$ cat src/rtl/mpu_fault_handler.sv
// MPU fault handler: captures the first violation, raises irq, counts faults
// and escalates to a sticky lockout. Optional timestamp: MPU_FAULT_TIMESTAMP_EN.
module mpu_fault_handler #(
  parameter int LOCK_THRESHOLD = 8,
  parameter int CNT_W          = 8
) (
  input  logic        clk,
  input  logic        rst_n,
  input  logic        viol_valid,
  input  logic [31:0] viol_addr,
  input  logic        viol_write,
  input  logic        viol_exec,
  input  logic        viol_priv,
  input  logic        reg_sel,
  input  logic        reg_we,
  input  logic [4:0]  reg_addr,
  input  logic [31:0] reg_wdata,
  output logic [31:0] reg_rdata,
  output logic        reg_ready,
  output logic        irq,
  output logic        lockout
);

  typedef enum logic [1:0] {
    IDLE   = 2'd0,
    FAULT  = 2'd1,
    LOCKED = 2'd2
  } state_e;

  state_e           state_q, state_d;
  logic [CNT_W-1:0] cnt_q, cnt_d, cnt_inc;
  logic [31:0]      addr_q, addr_d;
  logic [2:0]       info_q, info_d;
  logic             ovr_q, ovr_d;
  logic             irq_q, irq_d;
  logic             lock_q, lock_d;
  logic [31:0]      rdata_q, rdata_d;
  logic             ready_q, ready_d;
  logic             ack, cap, lock_hit;
  logic [7:0]       cnt8;
  logic [31:0]      ts_rd;
  logic             unused_wdata;

  assign unused_wdata = ^reg_wdata[31:1];
  assign cnt8 = 8'(cnt_q);

  assign ack = reg_sel & reg_we &
               (reg_addr == 5'h0C) & reg_wdata[0];

  assign cnt_inc = (&cnt_q) ? cnt_q
                            : cnt_q + CNT_W'(1);

  assign lock_hit = viol_valid &
                    (int'(cnt_inc) >= LOCK_THRESHOLD);

`ifdef MPU_FAULT_TIMESTAMP_EN
  logic [31:0] ts_cnt_q, ts_cnt_d;
  logic [31:0] ts_q, ts_d;

  // Free-running cycle counter; snapshot taken on every capture
  always_comb begin
    ts_cnt_d = ts_cnt_q + 32'd1;
    ts_d     = cap ? ts_cnt_q : ts_q;
  end

  // Timestamp state
  always_ff @(posedge clk) begin
    if (!rst_n) begin
      ts_cnt_q <= '0;
      ts_q     <= '0;
    end else begin
      ts_cnt_q <= ts_cnt_d;
      ts_q     <= ts_d;
    end
  end

  assign ts_rd = ts_q;
`else
  assign ts_rd = '0;
`endif

  // Fault FSM: first fault wins, ACK releases, threshold locks for good
  always_comb begin
    state_d = state_q;
    cnt_d   = cnt_q;
    addr_d  = addr_q;
    info_d  = info_q;
    ovr_d   = ovr_q;
    cap     = 1'b0;
    if (viol_valid) cnt_d = cnt_inc;
    unique case (state_q)
      IDLE: begin
        if (viol_valid) begin
          cap     = 1'b1;
          state_d = lock_hit ? LOCKED : FAULT;
        end
      end
      FAULT: begin
        if (viol_valid && ack) begin
          cap     = 1'b1;
          ovr_d   = 1'b0;
          state_d = lock_hit ? LOCKED : FAULT;
        end else if (viol_valid) begin
          ovr_d   = 1'b1;
          state_d = lock_hit ? LOCKED : FAULT;
        end else if (ack) begin
          ovr_d   = 1'b0;
          state_d = IDLE;
        end
      end
      LOCKED: state_d = LOCKED;
      default: state_d = IDLE;
    endcase
    if (cap) begin
      addr_d = viol_addr;
      info_d = {viol_priv, viol_exec, viol_write};
    end
    irq_d  = (state_d != IDLE);
    lock_d = (state_d == LOCKED);
  end

  // Register read mux; sees pre-capture state
  always_comb begin
    rdata_d = '0;
    ready_d = reg_sel;
    if (reg_sel && !reg_we) begin
      case (reg_addr)
        5'h00: rdata_d = {16'd0, cnt8, 5'd0,
                          state_q == LOCKED,
                          ovr_q,
                          state_q != IDLE};
        5'h04: rdata_d = addr_q;
        5'h08: rdata_d = {29'd0, info_q};
        5'h10: rdata_d = ts_rd;
        default: rdata_d = '0;
      endcase
    end
  end

  // State and registered outputs
  always_ff @(posedge clk) begin
    if (!rst_n) begin
      state_q <= IDLE;
      cnt_q   <= '0;
      addr_q  <= '0;
      info_q  <= '0;
      ovr_q   <= 1'b0;
      irq_q   <= 1'b0;
      lock_q  <= 1'b0;
      rdata_q <= '0;
      ready_q <= 1'b0;
    end else begin
      state_q <= state_d;
      cnt_q   <= cnt_d;
      addr_q  <= addr_d;
      info_q  <= info_d;
      ovr_q   <= ovr_d;
      irq_q   <= irq_d;
      lock_q  <= lock_d;
      rdata_q <= rdata_d;
      ready_q <= ready_d;
    end
  end

  assign reg_rdata = rdata_q;
  assign reg_ready = ready_q;
  assign irq       = irq_q;
  assign lockout   = lock_q;

endmodule

$ cat config.mk
export PLATFORM = sky130hd
export DESIGN_NAME = mpu_fault_handler
export DESIGN_NICKNAME = d
export VERILOG_FILES = /design/src/rtl/mpu_fault_handler.sv
export SDC_FILE = /design/constraint.sdc
export NUM_CORES = 1
export LEC_CHECK = 0
export BUFFER_PORTS_ARGS = -buffer_cell sky130_fd_sc_hd__buf_4
export CAP_MARGIN = 40
export CORE_MARGIN = 2
export CORE_UTILIZATION = 50
export CTS_BUF_LIST = sky130_fd_sc_hd__clkbuf_8
export CTS_CLUSTER_SIZE = 30
export DETAILED_ROUTE_END_ITERATION = 8
export GPL_TIMING_DRIVEN = 0
export PLACE_DENSITY = 0.88
export SETUP_SLACK_MARGIN = 0.15
export SLEW_MARGIN = 20
export SYNTH_ARGS = -nofsm -noshare
export SYNTH_HDL_FRONTEND = slang
export SYNTH_SLANG_ARGS = --single-unit
$ cat constraint.sdc
create_clock -name clk -period 2.4 [get_ports clk]
set_input_delay 0.72 -clock clk [delete_from_list [all_inputs] [get_ports clk]]
set_output_delay 0.72 -clock clk [all_outputs]
set_load 0.02 [all_outputs]
==> flow_summary.json <==
{
  "gp_congestion": 0.812,
  "drive_gt1_share_pct": 25.5,
  "power_density_nw_per_um2": 671,
  "cp_top_family": "simple AND/OR/NAND/NOR gates",
  "dp_hpwl_mm": 5.15,
  "slew_headroom_pct": 55.6,
  "numPortBuffers": 79,
  "critPathSlowestCell": "or4b_4",
  "path_clk_slew_ps": 80,
  "drtPass1Iterations": 4,
  "grt_pass1_wl_mm": 10.9,
  "fillers": 475,
  "register_area_um2": 1620,
  "ys_top_cells_by_area": "dfxtp_1 53%, mux2i_1 15%, nand2_1 8.8%",
  "drv_cap": 0,
  "grt_pass1_vias": 2401,
  "grt_usage_pct": 21.4,
  "die_h_um": 82.4,
  "p_leak_uw": 0.00176,
  "worst_pin_slew_ps": 667,
  "fin_util_pct": 66.9,
  "max_freq_mhz": 470,
  "num_rows": 28,
  "synth_nets": 395,
  "synth_seq_cells": 81,
  "finalCritPeriodShare_pct": 88.6,
  "ant_nets": 0,
  "routed_wl_mm": 6.96,
  "cp-start-kind": "primary input",
  "numCtsBuffers": 9,
  "synth_top_area_share_pct": 52.8,
  "die_x_um": 82.4,
  "post-route-min-period_ps": 2130,
  "grt_max_degree": 16,
  "n_antenna_cell": 0,
  "coreArea_um2": 5920,
  "yosysSeqAreaShare_pct": 52.8,
  "path_max_fanout": 10,
  "crit_type": "primary input to flip-flop",
  "htree_num_levels": 3,
  "clock_latency_ps": 360,
  "multi_input_area_um2": 1340,
  "path_buf_inv": 3,
  "synth-async-reset-ratio_pct": 0,
  "end_kind": "flip-flop",
  "synth_area_um2": 3070,
  "ys.flop_type": "dfxtp_1",
  "routed_via_density": 5.09,
  "setup_slack_ps": 275,
  "cts_sinks": 81,
  "drc_errors": 0,
  "ir_worst_vdd_mv": 0.384,
  "dr_total_vias": 2478,
  "cts_resized": 0,
  "synth_edf_count": 0,
  "yosys.area.top_type": "dfxtp_1",
  "holdCritPathClass": "flip-flop to flip-flop",
  "preCtsSetupSlack_ps": -71.4,
  "final-setup-viol-count": 0,
  "p_total_uw": 2660,
  "die_area_um2": 6790,
  "drtIter0Drc": 123,
  "ioPinCount": 112,
  "nNetsFinal": 485,
  "overflow": 0,
  "synth_area_per_cell_um2": 9.69,
  "synth_cells": 317,
  "start_util_pct": 51.9,
  "maxSlewViolCount": 0,
  "root_buffer": "clkbuf_8",
  "critPathArrivalTime_ps": 2400,
  "cpPeakStageDelay_ps": 560,
  "hold_viol_final": 0,
  "worstPathCellList": "buf_4, or4b_4, o21a_1, nor2b_1, buf_4, buf_4, mux2i_1",
  "post_cts_buffers": 0,
  "synth_cell_types": 41,
  "status": "finished, final reports clean",
  "fin_skew_ps": 12.3,
  "antenna_found_initial": 0,
  "cts_hold_buf": 0,
  "wl_per_cell_um": 14.3,
  "syn2layout_area_growth_pct": 28.9,
  "ys_warn_count": 0,
  "crit_required_ps": 2670,
  "rsz0062_at_grt": "false",
  "finalSetupTns_ps": 0,
  "cts_tree": "built",
  "worst_path_most_repeated_cell": "buf_4",
  "clock_path_buffers": 2
}
[through the flow]
| stage | cell area [um2] | instances | hold slack [ps] |
|---|---|---|---|
| after global routing | 3960 | 487 | 473 |
| after global placement | 3760 | 471 | 436 |
| after CTS | 3960 | 487 | 459 |
| final | 3960 | 487 | 460 |
| after floorplan | 3070 | 317 | 430 |
| after detailed placement | 3760 | 471 | 441 |
[layout by cell type (no fill, tap or decap), types with 2 or more instances in the layout]
cell type   Yosys  routed
a31oi_1         2       2
o21ai_0         5       5
o211ai_1        2       2
mux2i_1        46      46
clkbuf_8        0       9
nand2_1        72      72
nor2b_1         5       5
or3_1           2       2
nand3_1         5       5
inv_6           0       2
dfxtp_1        81      81
buf_6           3       3
buf_1           2       2
and3_1          3       3
a21oi_1         5       5
xor2_1          2       2
a41oi_1         2       2
buf_4           4      83
nor3_1          5       5
nor2_1         17      17
and2_1         22      22
clkbuf_1        9       9
clkinvlp_4      0       2
nand4_1         3       3
[metal layers]
metal / track usage [%] / share of wire, % / up-vias
li1: - / - / 1243
met1: 24.9 / 41 / 1153
met2: 37.7 / 51 / 69
met3: 3.80 / 5.7 / 13
met4: 10.3 / 1.7 / 0
met5: 0 / 0 / -
[final timing paths]
check              start       endpoint  slack (ps)  depth (start not counted)
min           addr_q[16]  reg_rdata[16]         460                          1
min reg2reg   addr_q[16]  reg_rdata[16]         460                          1
max          reg_addr[4]     addr_q[12]         270                          7
max reg2reg      cnt8[0]     state_q[0]         800                          5
[cells in the mapped netlist, types with 4 or more instances]
master,number
mux2i_1,46
a21oi_1,5
nor2b_1,5
nand2_1,72
nor2_1,17
nor3_1,5
and2_1,22
clkbuf_1,9
o21ai_0,5
nand3_1,5
dfxtp_1,81
buf_4,4
[state kept, by name, summed over array words and instances, names as in the netlist]
name,flops
addr_q,32
reg_rdata,32
cnt8,8
info_q,3
state_q,2
irq,1
lockout,1
ovr_q,1
reg_ready,1
[layout make-up]
| cell class | count | area share [%] |
|---|---|---|
| clock buffers | 9 | 3.13 |
| clock inverters | 7 | 1.93 |
| repair buffers | 79 | 15.0 |
| well taps | 75 | 2.37 |
| inverters | 2 | 0.190 |
| flip-flops and latches | 81 | 40.9 |
| plain buffers | 18 | 2.65 |
| multi-input cells | 216 | 33.8 |
[cell families after synthesis]
family / share of synthesized area (%)
adder cells (fa/ha/maj): 0.407
XOR/XNOR: 0.570
AO/OA/AOI/OAI: 5.17
AND/OR/NAND/NOR: 22.4
buffers and inverters: 3.66
flip-flops: 52.8
multiplexers: 15.0
[power by group]
part | total [uW] | internal [uW] | switching [uW]
Clock | 1000 | 487 | 516
Sequential | 1420 | 1390 | 29.5
Combinational | 233 | 120 | 114
Total | 2660 | 2000 | 659
Power figures use the tool's default switching activity.
